--- src/rtl/lyra2_din_fifo.sv ---
// lyra2_din_fifo: input-side FIFO for the Lyra2 top level.
// Buffers host/DMA words and serves the i_d_in / i_d_in_rdy / o_d_in_rd
// read side with first-word-fall-through data and a "not almost empty" flag.
// Optional feature macro: LYRA2_FIFO_ERR_FLAGS_EN enables the sticky
// overflow/underflow flags and i_clr_err; otherwise those flags read 0.

package lyra2_top_pkg;
   localparam int LYRA2_INPUT_DATA_WIDTH = 32;
   localparam int LYRA2_PIPELINE_STAGES  = 4;
endpackage

module lyra2_din_fifo
   import lyra2_top_pkg::*;
#(
   parameter int DATA_WIDTH   = LYRA2_INPUT_DATA_WIDTH,
   parameter int DEPTH        = 64,
   parameter int AE_THRESHOLD = LYRA2_PIPELINE_STAGES,
   parameter int AF_MARGIN    = 2
) (
   input  logic                       i_clk,
   input  logic                       i_reset_n,
   input  logic [DATA_WIDTH-1:0]      i_wr_data,
   input  logic                       i_wr,
   output logic                       o_wr_rdy,
   output logic                       o_full,
   output logic [DATA_WIDTH-1:0]      o_d_out,
   output logic                       o_d_out_rdy,
   input  logic                       i_rd,
   output logic [$clog2(DEPTH):0]     o_count,
   output logic                       o_overflow,
   output logic                       o_underflow,
   input  logic                       i_clr_err
);

   localparam int AW = $clog2(DEPTH);
   localparam int CW = AW + 1;

   localparam logic [CW-1:0] DEPTH_C = CW'(DEPTH);
   localparam logic [CW-1:0] AE_C    = CW'(AE_THRESHOLD);
   localparam logic [CW-1:0] AF_C    = CW'(DEPTH - AF_MARGIN);

   // Parameter sanity: a non-power-of-two depth would break natural pointer wrap.
   if (DEPTH < 4 || (DEPTH & (DEPTH - 1)) != 0) begin : g_bad_depth
      $error("lyra2_din_fifo: DEPTH must be a power of two and at least 4");
   end
   if (AE_THRESHOLD >= DEPTH) begin : g_bad_ae
      $error("lyra2_din_fifo: AE_THRESHOLD must be below DEPTH");
   end

   logic [DATA_WIDTH-1:0] mem [DEPTH];
   logic [AW-1:0]         wr_ptr;
   logic [AW-1:0]         rd_ptr;
   logic [CW-1:0]         count;
   logic [CW-1:0]         count_nxt;
   logic                  wr_acc;
   logic                  rd_acc;

   // Accept logic: a full FIFO still takes a write when a read frees a slot
   // in the same cycle; a read at empty never bypasses a concurrent write.
   always_comb begin
      rd_acc    = i_rd && (count != '0);
      wr_acc    = i_wr && ((count != DEPTH_C) || rd_acc);
      count_nxt = count;
      case ({wr_acc, rd_acc})
         2'b10:   count_nxt = count + CW'(1);
         2'b01:   count_nxt = count - CW'(1);
         default: count_nxt = count;
      endcase
   end

   // Storage array; cleared on reset so the head word reads 0 afterwards.
   always_ff @(posedge i_clk or negedge i_reset_n) begin
      if (!i_reset_n) begin
         for (int i = 0; i < DEPTH; i++) begin
            mem[i] <= '0;
         end
      end else if (wr_acc) begin
         mem[wr_ptr] <= i_wr_data;
      end
   end

   // Read and write pointers; they wrap modulo DEPTH on their own.
   always_ff @(posedge i_clk or negedge i_reset_n) begin
      if (!i_reset_n) begin
         wr_ptr <= '0;
         rd_ptr <= '0;
      end else begin
         if (wr_acc) begin
            wr_ptr <= wr_ptr + AW'(1);
         end
         if (rd_acc) begin
            rd_ptr <= rd_ptr + AW'(1);
         end
      end
   end

   // Occupancy and status flags, all registered from the next-state count
   // so they line up with o_count in the same cycle.
   always_ff @(posedge i_clk or negedge i_reset_n) begin
      if (!i_reset_n) begin
         count       <= '0;
         o_d_out_rdy <= 1'b0;
         o_full      <= 1'b0;
         o_wr_rdy    <= 1'b1;
      end else begin
         count       <= count_nxt;
         o_d_out_rdy <= (count_nxt > AE_C);
         o_full      <= (count_nxt == DEPTH_C);
         o_wr_rdy    <= (count_nxt < AF_C);
      end
   end

   assign o_count = count;
   assign o_d_out = mem[rd_ptr];

`ifdef LYRA2_FIFO_ERR_FLAGS_EN
   logic ovf_set;
   logic udf_set;

   assign ovf_set = i_wr && !wr_acc;
   assign udf_set = i_rd && !rd_acc;

   // Sticky error flags; a new error in the same cycle as a clear wins.
   always_ff @(posedge i_clk or negedge i_reset_n) begin
      if (!i_reset_n) begin
         o_overflow  <= 1'b0;
         o_underflow <= 1'b0;
      end else begin
         if (ovf_set) begin
            o_overflow <= 1'b1;
         end else if (i_clr_err) begin
            o_overflow <= 1'b0;
         end
         if (udf_set) begin
            o_underflow <= 1'b1;
         end else if (i_clr_err) begin
            o_underflow <= 1'b0;
         end
      end
   end
`else
   logic unused_clr_err;

   assign unused_clr_err = i_clr_err;
   assign o_overflow     = 1'b0;
   assign o_underflow    = 1'b0;
`endif

endmodule

--- config.mk ---
export PLATFORM = sky130hd
export DESIGN_NAME = lyra2_din_fifo
export DESIGN_NICKNAME = d
export VERILOG_FILES = /design/src/rtl/lyra2_din_fifo.sv
export SDC_FILE = /design/constraint.sdc
export NUM_CORES = 2
export LEC_CHECK = 0
export BUFFER_PORTS_ARGS = -buffer_cell sky130_fd_sc_hd__buf_2
export CORE_MARGIN = 4
export CORE_UTILIZATION = 64
export CTS_CLUSTER_SIZE = 10
export DETAILED_ROUTE_END_ITERATION = 8
export PLACE_DENSITY = 0.81
export SYNTH_ARGS = -nofsm -noshare
export SYNTH_HDL_FRONTEND = slang
export SYNTH_SLANG_ARGS = --single-unit
--- constraint.sdc ---
create_clock -name i_clk -period 4.6 [get_ports i_clk]
set_clock_uncertainty 0.2 [all_clocks]
set_input_delay 0.46 -clock i_clk [delete_from_list [all_inputs] [get_ports i_clk]]
set_output_delay 0.46 -clock i_clk [all_outputs]
set_load 0.1 [all_outputs]
==> results.md <==
* Worst vdd ir at a little under 0.6 mV
* Footprint of the multi-input gates at between 0.03 and 0.04 mm²
* Max Cap Viol at 0
* Antenna violations before repair at 9
* CTS Sinks at between 2000 and 2500
* Number of fill cells at around 9000
* Post-synthesis compound-gate area fraction at 0.0106
* Area growth syn-to-layout at 10.2%
* Worst-margin pin slew at between 1 and 1.5 ns
* Clock slew at reported path FFs at approximately 0.06 ns
* Largest cells by area after synthesis: dfrtp_1 (55%), mux2_2 (23%), mux4_2 (15%)
* Detailed Place HPWL at between 100000 and 150000 µm
* Site row count at 140
* Residual overflow from global routing at 0
* Cell Pwr Density at about 650 mW/mm²
* Die X at around 400 µm
* Initial detailed-routing violation count at around 4400
* Slowest-stage cell, CP: mux4_2
* Post-route setup TNS at 0 ns
* Vias per inst at approximately 7.0
* Cts bufs inserted at ~230
* Yosys warns at 0
* Minimum clock period at approximately 4.6 ns
* Fin nets at between 5000 and 6000
* Final cell count without fillers at roughly 7700
* Crit path kind: register to output pin
* CORE AREA at about 0.15 mm²
* Critical Path RT at around 3.9 ns
* Register area at roughly 0.052 mm²
* H-Tree Depth at 4
* Synth cell types at 58
* Util after Layout at 0.711
* Worst flop-to-flop path endpoint: o_d_out_rdy$_DFF_PN0_
* DRC violations left at 0
* Ys async rst share at 1.00
* Post-DP Area at 0.0969 mm²
* Buffers added on ports at 77
* Die extent in y at 391 µm
* Slew Limit Fails at 0
* Critical path, cell by cell: inv_2 > buf_4 > mux4_2 > o22ai_1 > nor2_1 > buf_2
* Syn Area/Cell at around 16 µm²
* Simple logic cell fraction of the synthesized area at 0.0108
* Hold Crit Class: input port to asynchronous set/reset pin
* # placed instances at 7384
* Worst EP arrival at approximately 4 ns
* CTS Root Cell: clkbuf_16
* CTS tree: yes
* Seq/Total Area, Yosys at 0.551
* Slowest cell delay on critical path at a little over 0.6 ns
* Final instance area at 0.104 mm²
* Max Buffers Root-to-Sink at 3
* Latest clock arrival within the worst-skew pair at ~0.86 ns
* Number of synthesized register bits at 2070
* Initial core utilization at 0.645
* F_max at ~220 MHz
* IO Count at 81
* Drt first pass iters at 5
* Vias at 53474
* Worst-case reg-to-reg path depth at 11
* Post-route ant nets at 0
* Register-to-register path setup slack at around 0.48 ns
* Setup crit end kind: output pin
* Die area at approximately 0.15 mm²
* Max_slew headroom at 0.154
* Fraction of synthesized area in multiplexers at 0.396
* Hold Fails Final Rpt at 0
* Area of the mapped netlist at 0.0939 mm²
* XOR/XNOR Fraction of Synth Area at 0.00149
* Reg2reg start: o_count[2]$_DFF_PN0_
* Most frequent cell after synthesis: dfrtp_1
* CP Max Fanout at 17
* Primary FF master, synth: dfrtp_1
* Crit path buf inv count at 3
* Routed wire per std cell at ~33 µm
* Final GP Congestion at 0.834
* Number of global-route vias before repair at 56859
* Number of synthesized flops with an enable pin at 0
* Final wirelength at around 250000 µm
* Yosys top cell area share at 0.551
* Top cells by count, synth: dfrtp_1 (2069), mux2_2 (1957), mux4_2 (607), clkbuf_1 (256), buf_2 (243)
* Startpoint types: register
* Crit share post-route at 0.990
* Synth area leader: dfrtp_1
* Total track usage at 0.338
* Largest family of logic cells by synthesized area: multiplexers
* Largest net degree at the start of global routing at 176
* Status: complete, no violations
* Synthesized-area fraction occupied by adder cells at 0.000666
* Layout cell share with drive strength beyond 1 at 0.566
* Post-Syn Instances at about 5700
* Total leakage power at 48.7 nW
* Crit path max-delay family: buffers and inverters
* Final setup fails at 0
* First-pass GRT wire length at approximately 380000 µm
-- where the power goes --
part,leakage [nW],internal (mW),switching [mW]
logic,17.9,12.0,12.1
registers,27.8,23.9,3.10
clock network,3.00,8.90,7.01
-- kinds of logic after synthesis --
group / Yosys count
simple gates: 194
flops: 2070
other cells: 1
mux: 2702
fa+ha+maj: 5
xor+xnor: 16
compound gates: 153
buf+inv: 602
-- worst reg2reg max path, stage by stage, from the launching register on --
cell	delay, ns
dfrtp_1	0.50
nor3_2	0.32
nand4b_1	0.49
nand2_1	0.27
buf_4	0.20
ha_1	0.30
inv_1	0.18
a31oi_1	0.34
nand3_1	0.15
and3_1	0.20
or3_1	0.38
or4b_1	0.47
-- area by class of cell --
class / count / share of cell area
tap: 1917 / 0.0232
multi-input combinational: 3072 / 0.384
timing repair buffer: 333 / 0.0321
clock inverter: 18 / 0.00377
clock buffer: 242 / 0.0557
sequential: 2070 / 0.500
antenna: 8 / 0.000193
inverter: 8 / 0.000290
-- stage by stage --
step | hold WS (ns) | total power [mW] | setup slack [ns]
2_1_floorplan | -0.0356 | 43.6 | 0.268
3_3_place_gp | 0.226 | 49.7 | 0.453
3_5_place_dp | 0.220 | 50.7 | 0.479
4_1_cts | 0.117 | 67.0 | 0.00731
5_1_grt | 0.165 | 69.9 | -0.00784
6_report | 0.174 | 67.1 | 0.0476
-- placed cells by master (no fill, tap or decap), drive strengths merged, types with 5 or more instances in the layout --
cell,n
a211oi,47
a21oi,50
a22oi,14
and3,5
buf,323
clkbuf,247
clkinv,9
dfrtp,2069
diode,8
ha,5
inv,15
mux2,2051
mux2i,44
mux4,607
nand2,64
nand3,5
nor2,46
nor2b,33
nor3,6
o22ai,24
or2,5
or3,5
xnor2,14
-- worst max path at each step --
| stage | endpoint | slack, ns | cells after the start | start |
|---|---|---|---|---|
| floorplan | o_d_out_rdy$_DFF_PN0_ | 0.27 | 14 | o_count[2]$_DFF_PN0_ |
| global placement | o_d_out[20] | 0.45 | 7 | rd_ptr[0]$_DFFE_PN0P_ |
| detailed placement | o_d_out[20] | 0.48 | 7 | rd_ptr[0]$_DFFE_PN0P_ |
| CTS | o_d_out[2] | 0.007 | 8 | rd_ptr[0]$_DFFE_PN0P_ |
| global route | o_d_out[19] | -0.008 | 9 | rd_ptr[0]$_DFFE_PN0P_ |
| finish | o_d_out[28] | 0.05 | 6 | rd_ptr[5]$_DFFE_PN0P_ |
-- flip-flops by register name, indices dropped and copies added, names as in the netlist --
| register | count |
|---|---|
| o_count | 7 |
| o_d_out_rdy | 1 |
| o_wr_rdy | 1 |
| rd_ptr | 6 |
| o_full | 1 |
| mem | 2048 |
| wr_ptr | 6 |
-- timing repair --
action,4_1_cts,5_1_grt
pin swaps,0,2
endpoints found under the hold margin,404,0
gates resized for setup,26,32
setup endpoints to repair,32,24
gates cloned,2,1
setup buffers,9,0
hold buffers,4,0
-- per-layer routing --
metal  up-vias  routed length (µm)  GRT usage
met4         6               10100      0.131
met1     29387              101000      0.479
met5         -                  46          0
met2      2244              117000      0.514
li1      21297                   -          -
met3       540               22400     0.0844
No activity file was read; power rests on OpenSTA's default activity.
